File: config.mk
export PLATFORM = sky130hd
export DESIGN_NAME = subtractor_bitserial
export DESIGN_NICKNAME = d
export VERILOG_FILES = /design/src/rtl/subtractor_bitserial_pkg.sv /design/src/rtl/subtractor_bitserial_cell.sv /design/src/rtl/subtractor_bitserial.sv
export SDC_FILE = /design/constraint.sdc
export NUM_CORES = 1
export LEC_CHECK = 0
export BUFFER_PORTS_ARGS = -buffer_cell sky130_fd_sc_hd__buf_2
export CELL_PAD_IN_SITES_DETAIL_PLACEMENT = 0
export CELL_PAD_IN_SITES_GLOBAL_PLACEMENT = 2
export CORE_MARGIN = 8
export CORE_UTILIZATION = 38
export DETAILED_ROUTE_END_ITERATION = 6
export GPL_ROUTABILITY_DRIVEN = 0
export PLACE_DENSITY_LB_ADDON = 0.1
export SETUP_SLACK_MARGIN = 0.15
export SYNTH_ARGS = -nofsm -noshare
export SYNTH_HDL_FRONTEND = slang
export SYNTH_HIERARCHICAL = 1
export SYNTH_SLANG_ARGS = --single-unit
File: constraint.sdc
create_clock -name clk -period 3.3 [get_ports clk]
set_clock_uncertainty 0.1 [all_clocks]
set_input_delay 0.33 -clock clk [delete_from_list [all_inputs] [get_ports clk]]
set_output_delay 0.33 -clock clk [all_outputs]
set_load 0.02 [all_outputs]
File: src/rtl/subtractor_bitserial_pkg.sv
// Shared definitions for the bit-serial subtractor: FSM state encoding and
// the bit-counter width helper.
package subtractor_bitserial_pkg;

    typedef enum logic [1:0] {
        IDLE = 2'd0,
        RUN  = 2'd1,
        DONE = 2'd2
    } state_t;

    // Counter must be at least one bit wide, even when WIDTH == 1.
    function automatic int unsigned cnt_width(input int unsigned w);
        return (w < 2) ? 1 : $clog2(w);
    endfunction

endpackage

File: src/rtl/subtractor_bitserial_cell.sv
// 1-bit full subtractor cell (Sub = A - B - Bin).
// IMPL_TYPE selects the gate-level structure.
module subtractor_1bit #(
    parameter int IMPL_TYPE = 0
) (
    input  logic A,
    input  logic B,
    input  logic Bin,
    output logic Sub,
    output logic Bout
);

    generate
        if (IMPL_TYPE == 0) begin : g_sop
            assign Sub  = A ^ B ^ Bin;
            assign Bout = (~A & B) | (~A & Bin) | (B & Bin);
        end else begin : g_half
            // Two cascaded half-subtractors.
            logic w_d1;
            logic w_b1;
            logic w_b2;
            assign w_d1 = A ^ B;
            assign w_b1 = ~A & B;
            assign Sub  = w_d1 ^ Bin;
            assign w_b2 = ~w_d1 & Bin;
            assign Bout = w_b1 | w_b2;
        end
    endgenerate

endmodule

File: src/rtl/subtractor_bitserial.sv
// Bit-serial subtractor: A - B, one bit per clock LSB first, valid/ready on both sides.
// Define SUBTRACTOR_BITSERIAL_PIPE_EN to allow accepting a new operand pair on result handoff.
module subtractor_bitserial
    import subtractor_bitserial_pkg::*;
#(
    parameter int unsigned WIDTH     = 32,
    parameter int          IMPL_TYPE = 0
) (
    input  logic             clk,
    input  logic             rst_n,
    input  logic             in_valid,
    output logic             in_ready,
    input  logic [WIDTH-1:0] A,
    input  logic [WIDTH-1:0] B,
    output logic             out_valid,
    input  logic             out_ready,
    output logic [WIDTH-1:0] Sub,
    output logic             Bout
);

    localparam int unsigned CW = cnt_width(WIDTH);

    state_t           r_state;
    logic [WIDTH-1:0] r_a;
    logic [WIDTH-1:0] r_b;
    logic [WIDTH-1:0] r_sub;
    logic [CW-1:0]    r_cnt;
    logic             r_borrow;
    logic             r_bout;
    logic             r_in_ready;
    logic             r_out_valid;
    logic             w_sub;
    logic             w_bout;
    logic             w_last;

    subtractor_1bit #(.IMPL_TYPE(IMPL_TYPE)) u_cell (
        .A    (r_a[0]),
        .B    (r_b[0]),
        .Bin  (r_borrow),
        .Sub  (w_sub),
        .Bout (w_bout)
    );

    assign w_last = (r_cnt == CW'(WIDTH - 1));

`ifdef SUBTRACTOR_BITSERIAL_PIPE_EN
    assign in_ready = r_in_ready | ((r_state == DONE) & out_ready);
`else
    assign in_ready = r_in_ready;
`endif
    assign out_valid = r_out_valid;
    assign Sub       = r_sub;
    assign Bout      = r_bout;

    always_ff @(posedge clk or negedge rst_n) begin
        if (!rst_n) begin
            r_state     <= IDLE;
            r_a         <= '0;
            r_b         <= '0;
            r_sub       <= '0;
            r_cnt       <= '0;
            r_borrow    <= 1'b0;
            r_bout      <= 1'b0;
            r_in_ready  <= 1'b1;
            r_out_valid <= 1'b0;
        end else begin
            case (r_state)
                IDLE: begin
                    if (in_valid) begin
                        r_a        <= A;
                        r_b        <= B;
                        r_borrow   <= 1'b0;
                        r_cnt      <= '0;
                        r_in_ready <= 1'b0;
                        r_state    <= RUN;
                    end
                end
                RUN: begin
                    // Result bits enter at the MSB so the LSB lands at bit 0 after WIDTH shifts.
                    r_sub    <= (r_sub >> 1) | (WIDTH'(w_sub) << (WIDTH - 1));
                    r_a      <= r_a >> 1;
                    r_b      <= r_b >> 1;
                    r_borrow <= w_bout;
                    if (w_last) begin
                        r_bout      <= w_bout;
                        r_out_valid <= 1'b1;
                        r_state     <= DONE;
                    end else begin
                        r_cnt <= r_cnt + 1'b1;
                    end
                end
                DONE: begin
                    if (out_ready) begin
                        r_out_valid <= 1'b0;
`ifdef SUBTRACTOR_BITSERIAL_PIPE_EN
                        if (in_valid) begin
                            r_a      <= A;
                            r_b      <= B;
                            r_borrow <= 1'b0;
                            r_cnt    <= '0;
                            r_state  <= RUN;
                        end else begin
                            r_in_ready <= 1'b1;
                            r_state    <= IDLE;
                        end
`else
                        r_in_ready <= 1'b1;
                        r_state    <= IDLE;
`endif
                    end
                end
                default: begin
                    r_in_ready  <= 1'b1;
                    r_out_valid <= 1'b0;
                    r_state     <= IDLE;
                end
            endcase
        end
    end

endmodule
# [Yosys cells after proc, flatten, opt, wreduce, memory -nomap -nowiden]
# Index checks and enable logic that the tools add are counted.
[word_totals] register_bits=107 in_bits=68 output_inout_bits=35 elab_cells=54
[op_classes] add_sub_neg=1 n_eq_ne=7 muxes=18 bitwise=11 n_reduce_logical=8
[op_table] cell="one-hot mux 32 bit (2 select lines)" count=2
[op_table] cell="2-to-1 mux 32 bit" count=2
[op_table] cell="bitwise OR 31 x 32 -> 32 bit" count=1
[op_table] cell="AND reduction 3 bit" count=4
[op_table] cell="2-to-1 mux 5 bit" count=2
[op_table] cell="one-hot mux 5 bit (2 select lines)" count=1
[op_table] cell="inequality test 2 bit (second input constant)" count=4
[op_table] cell="2-to-1 mux 2 bit" count=3
[op_table] cell="one-hot mux 1 bit (3 select lines)" count=2
[op_table] cell="one-hot mux 2 bit (3 select lines)" count=1
[op_table] cell="adder 5 x 1 -> 5 bit (second input constant)" count=1
[op_table] cell="== test 5 bit (second input constant)" count=1
[op_table] cell="2-to-1 mux 1 bit" count=4
[op_table] cell="AND reduction 2 bit" count=2
[op_table] cell="bitwise AND 1 bit" count=3
[op_table] cell="NOT 1 bit" count=3
[op_table] cell="== test 2 x 1 -> 1 bit (second input constant)" count=1
[op_table] cell="== test 2 bit (second input constant)" count=1
[op_table] cell="logical NOT 2 bit" count=1
[op_table] cell="bitwise OR 1 bit" count=2
[op_table] cell="one-hot mux 1 bit (2 select lines)" count=1
[op_table] cell="nonzero test 2 bit" count=1
[op_table] cell="bitwise XOR 1 bit" count=2

# [Longest topological paths before layout]
[depth] depth_word=5 depth_mapped=7 ltp_nobuf=6

# [Modules after synthesis]
# Netlist, hierarchy kept.
[modules_own_cells] module="subtractor_bitserial" instances=1 cells_each=394 area_per_inst_um2=4683.2 seq_area_each_um2=2678.8
[modules_own_cells] module="subtractor_1bit" instances=1 cells_each=3 area_per_inst_um2=27.5 seq_area_each_um2=0.0

# [Worst setup path before layout]
# OpenSTA, ideal clock, no wires.
[synth_timing] path_kind="reg-to-reg" start="register r_cnt[0]" end="register r_cnt[2]" setup_ns=0.077 arrival_time_ns=1.548 required_time_ns=3.123 setup_slack_ns=1.575 stages_incl_launch_ff=7 path_buffers=0 synth_period_minus_slack_ns=1.725 cell_sequence="dfrtp_1 ha_1 and3_1 ha_1 nor3b_1 a21oi_1 a21oi_1"
[synth_via] elab_chain_len=3 elab_cells_between_ends=6 classes_between="1 x add/sub; 2 x eq/ne; 2 x mux; 1 x reduce/logical"
[synth_lines] item="start: declaration" line="subtractor_bitserial.sv:27" text="logic [CW-1:0] r_cnt;"
[synth_lines] item="start signal: assignment" line="subtractor_bitserial.sv:89" text="r_cnt <= r_cnt + 1'b1;"
[synth_lines] item="adder 5 x 1 -> 5 bit / == test 5 bit (equally long branches)" line="subtractor_bitserial.sv:89, subtractor_bitserial.sv:44"
[synth_lines] item="2-to-1 mux 5 bit / inequality test 2 bit (equally long branches)"
[synth_lines] item="one-hot mux 5 bit (2 select lines) / AND reduction 3 bit (equally long branches)"
# Parallel ways exist; a longest one is shown, timed or not. The select of a mux whose other input is x is not followed.
# A chain may end at the register's enable or synchronous reset.

# [Worst setup path in the final report]
# Same ends and word-level chain as after synthesis.

==> results.tsv <==
metric	value	unit
port_buffers	102	
dr.pass1.iters	4	
ctsHtreeMaxLevel	3	
comb_power_share	37.7	%
p_int	3.69	mW
p_per_area	1000	mW/mm²
netlist.area_leader.share	56.3	%
place_ws	1400	ps
grt.overflow.total	0	
max_slew_margin	41.7	%
synth_cell_types	30	
hold_buffers	0	
r2r_setup_slack	1350	ps
cts_tree	done	
synth_edf_count	0	
violations	hold timing	
syn_nets	468	
p_seq_share	40.5	%
rsz0062_at_grt	false	
status	finished with violations	
fp-row-count	40	
post-route-period-util	59.0	%
period_needed	1950	ps
ys_seq_area_share	56.9	%
yosys-top-cells-count	dfrtp_1, nand2_1, mux2i_1, o21ai_0, mux2_2	
r2r_start	r_cnt[0]	
chipWidth	127	µm
final-seq-area	0.00268	mm²
first_iter_violations	105	
track_usage	12.2	%
clockBufferDepth	2	
cts_setup_buffers	0	
die_y	127	µm
max_stage_delay	440	ps
crit_end	r_cnt[2]	
fin_setup_tns	0	ps
start_kind	flop	
wl	9.61	mm
placed_cells	645	
start_util	39.1	%
num_vias	3033	
finalSetupViolations	0	
synthCells	397	
clk_latency	350	ps
final_util	46.9	%
crit_chain	ha_1 -> and3_1 -> ha_1 -> nor3b_1 -> a21oi_1 -> a21oi_1	
clkTransAtPathRegs	70	ps
static-leakage-power	2.91	nW
synth_ff_type	dfrtp_1	
grt_pass1_vias	3155	
fmax	0.514	GHz
whs	-37.7	ps
grt_pass1_wl	15.9	mm
syn_area	0.00471	mm²
avgSynthCellArea	11.9	µm²
synthTopCellsByArea	dfrtp_1, mux2i_1, mux2_2	
final_antenna_net_count	0	
required	3470	ps
nets	559	
cts_buffers	9	
ctsRootBufferMaster	clkbuf_16	
place_hpwl	6.55	mm
drive_gt1_share	32.0	%
grt_max_degree	107	
cts.sinks	107	
maxCapViolations	0	
antenna_found_initial	0	
fin_cells	661	
report.final.slew_viol_count	0	
hold_viol_final	9	
pin_count	103	
wire_per_inst	14.5	µm
ir_drop	0.000468	V
antenna_cells	0	
crit_start	r_cnt[0]	
worstReg2RegEnd	r_cnt[2]	
num-fill-cells	1159	
cts.repair.resized	0	
r2r.worst_path.cells	6	
cp_max_fo	6	
critPathKind	reg2reg	
ys_warn_count	6	
switching_power	1.97	mW
drc	0	
viasPerCell	4.59	
crit_arrival	2120	ps
die_area	0.0162	mm²
core	0.0121	mm²
syn_to_final_growth	20.0	%
clkPwrFrac	21.8	%
synth.most_common_cell	dfrtp_1	
multiInputGateArea	0.00182	mm²
ys_seq_elements	107	
layout_setup_ws	1350	ps
yosysTopAreaCell	dfrtp_1	
cp_slowest_cell	nor3b_1	
tightest_slew	875	ps
synthArstFlopShare	100	%
min_path_type	in2async	
endpoint_kind	flop	
switching_share	34.7	%
-- through the flow --
step	total power, mW	hold slack (ps)	area (µm²)
2_1_floorplan	3.99	-65.6	4710
3_5_place_dp	4.52	370	5310
3_3_place_gp	4.44	362	5310
5_1_grt	6.09	35.2	5650
4_1_cts	5.77	18.0	5650
6_report	5.66	-37.7	5650
-- kinds of logic after synthesis --
| logic type | count (synthesis) | synth area share (%) |
|---|---|---|
| buffers and inverters | 30 | 4.70 |
| and+or+nand+nor | 82 | 7.33 |
| AOI/OAI and AO/OA | 80 | 9.00 |
| muxes | 95 | 21.1 |
| adders and majority gates | 3 | 0.956 |
| DFF | 107 | 56.9 |
-- power groups by stage --
stage,clock network (mW),logic [mW],registers (mW)
2_1_floorplan,0,1.49,2.50
3_3_place_gp,0,2.14,2.31
3_5_place_dp,0,2.20,2.32
4_1_cts,1.28,2.19,2.30
5_1_grt,1.32,2.39,2.38
6_report,1.24,2.13,2.29
-- per-layer routing --
layer  vias to the layer above  track usage [%]  wire length, µm
li1                       1554                -                -
met1                      1414             16.1             4680
met2                        60             18.2             4290
met3                         5             5.12              553
met4                         0             3.15               84
met5                         -                0                0
-- sequential cells by signal, summed over array words and instances (netlist names) --
name / count
Bout: 1
Sub: 32
in_ready: 1
out_valid: 1
r_a: 32
r_b: 32
r_borrow: 1
r_cnt: 5
r_state: 2
-- worst min-delay path by stage --
stage	startpoint	endpoint	cells after the start
after floorplan	rst_n	Bout	0
after global placement	r_b[4]	r_b[4]	2
after detailed placement	r_b[4]	r_b[4]	2
after CTS	rst_n	r_b[7]	1
after global routing	rst_n	r_b[7]	1
final	rst_n	r_b[7]	1
-- cells in the final DEF (no fill, tap or decap), drive strengths merged --
cell and n:
fa 1, dfrtp 106, o22a 1, a21o 1
mux2i 62, inv 3, nand4b 1, a21oi 7
mux2 33, buf 107, nand3 1, nor2b 4
clkinv 2, dfstp 1, bufinv 3, nor2 4
clkbuf 11, and3 1, o21bai 1, nand2b 3
nand2 67, ha 2, nor3b 1, o21ai 66
a22o 3, o311ai 1
-- final cells by class --
| class | count | share of cell area [%] |
|---|---|---|
| clock inverter | 5 | 1.77 |
| tap | 168 | 3.72 |
| timing repair buffer | 107 | 10.4 |
| sequential | 107 | 47.4 |
| multi-input combinational | 260 | 32.2 |
| inverter | 3 | 0.199 |
| clock buffer | 11 | 4.29 |
-- critical path: cells and delay by family, from the launching register on --
kind | cells | cell delay, ps
AOI/OAI and AO/OA | 2 | 270
adders and majority gates | 2 | 480
DFF | 1 | 410
and+or+nand+nor | 2 | 630
(Power assumes the default switching activity.)
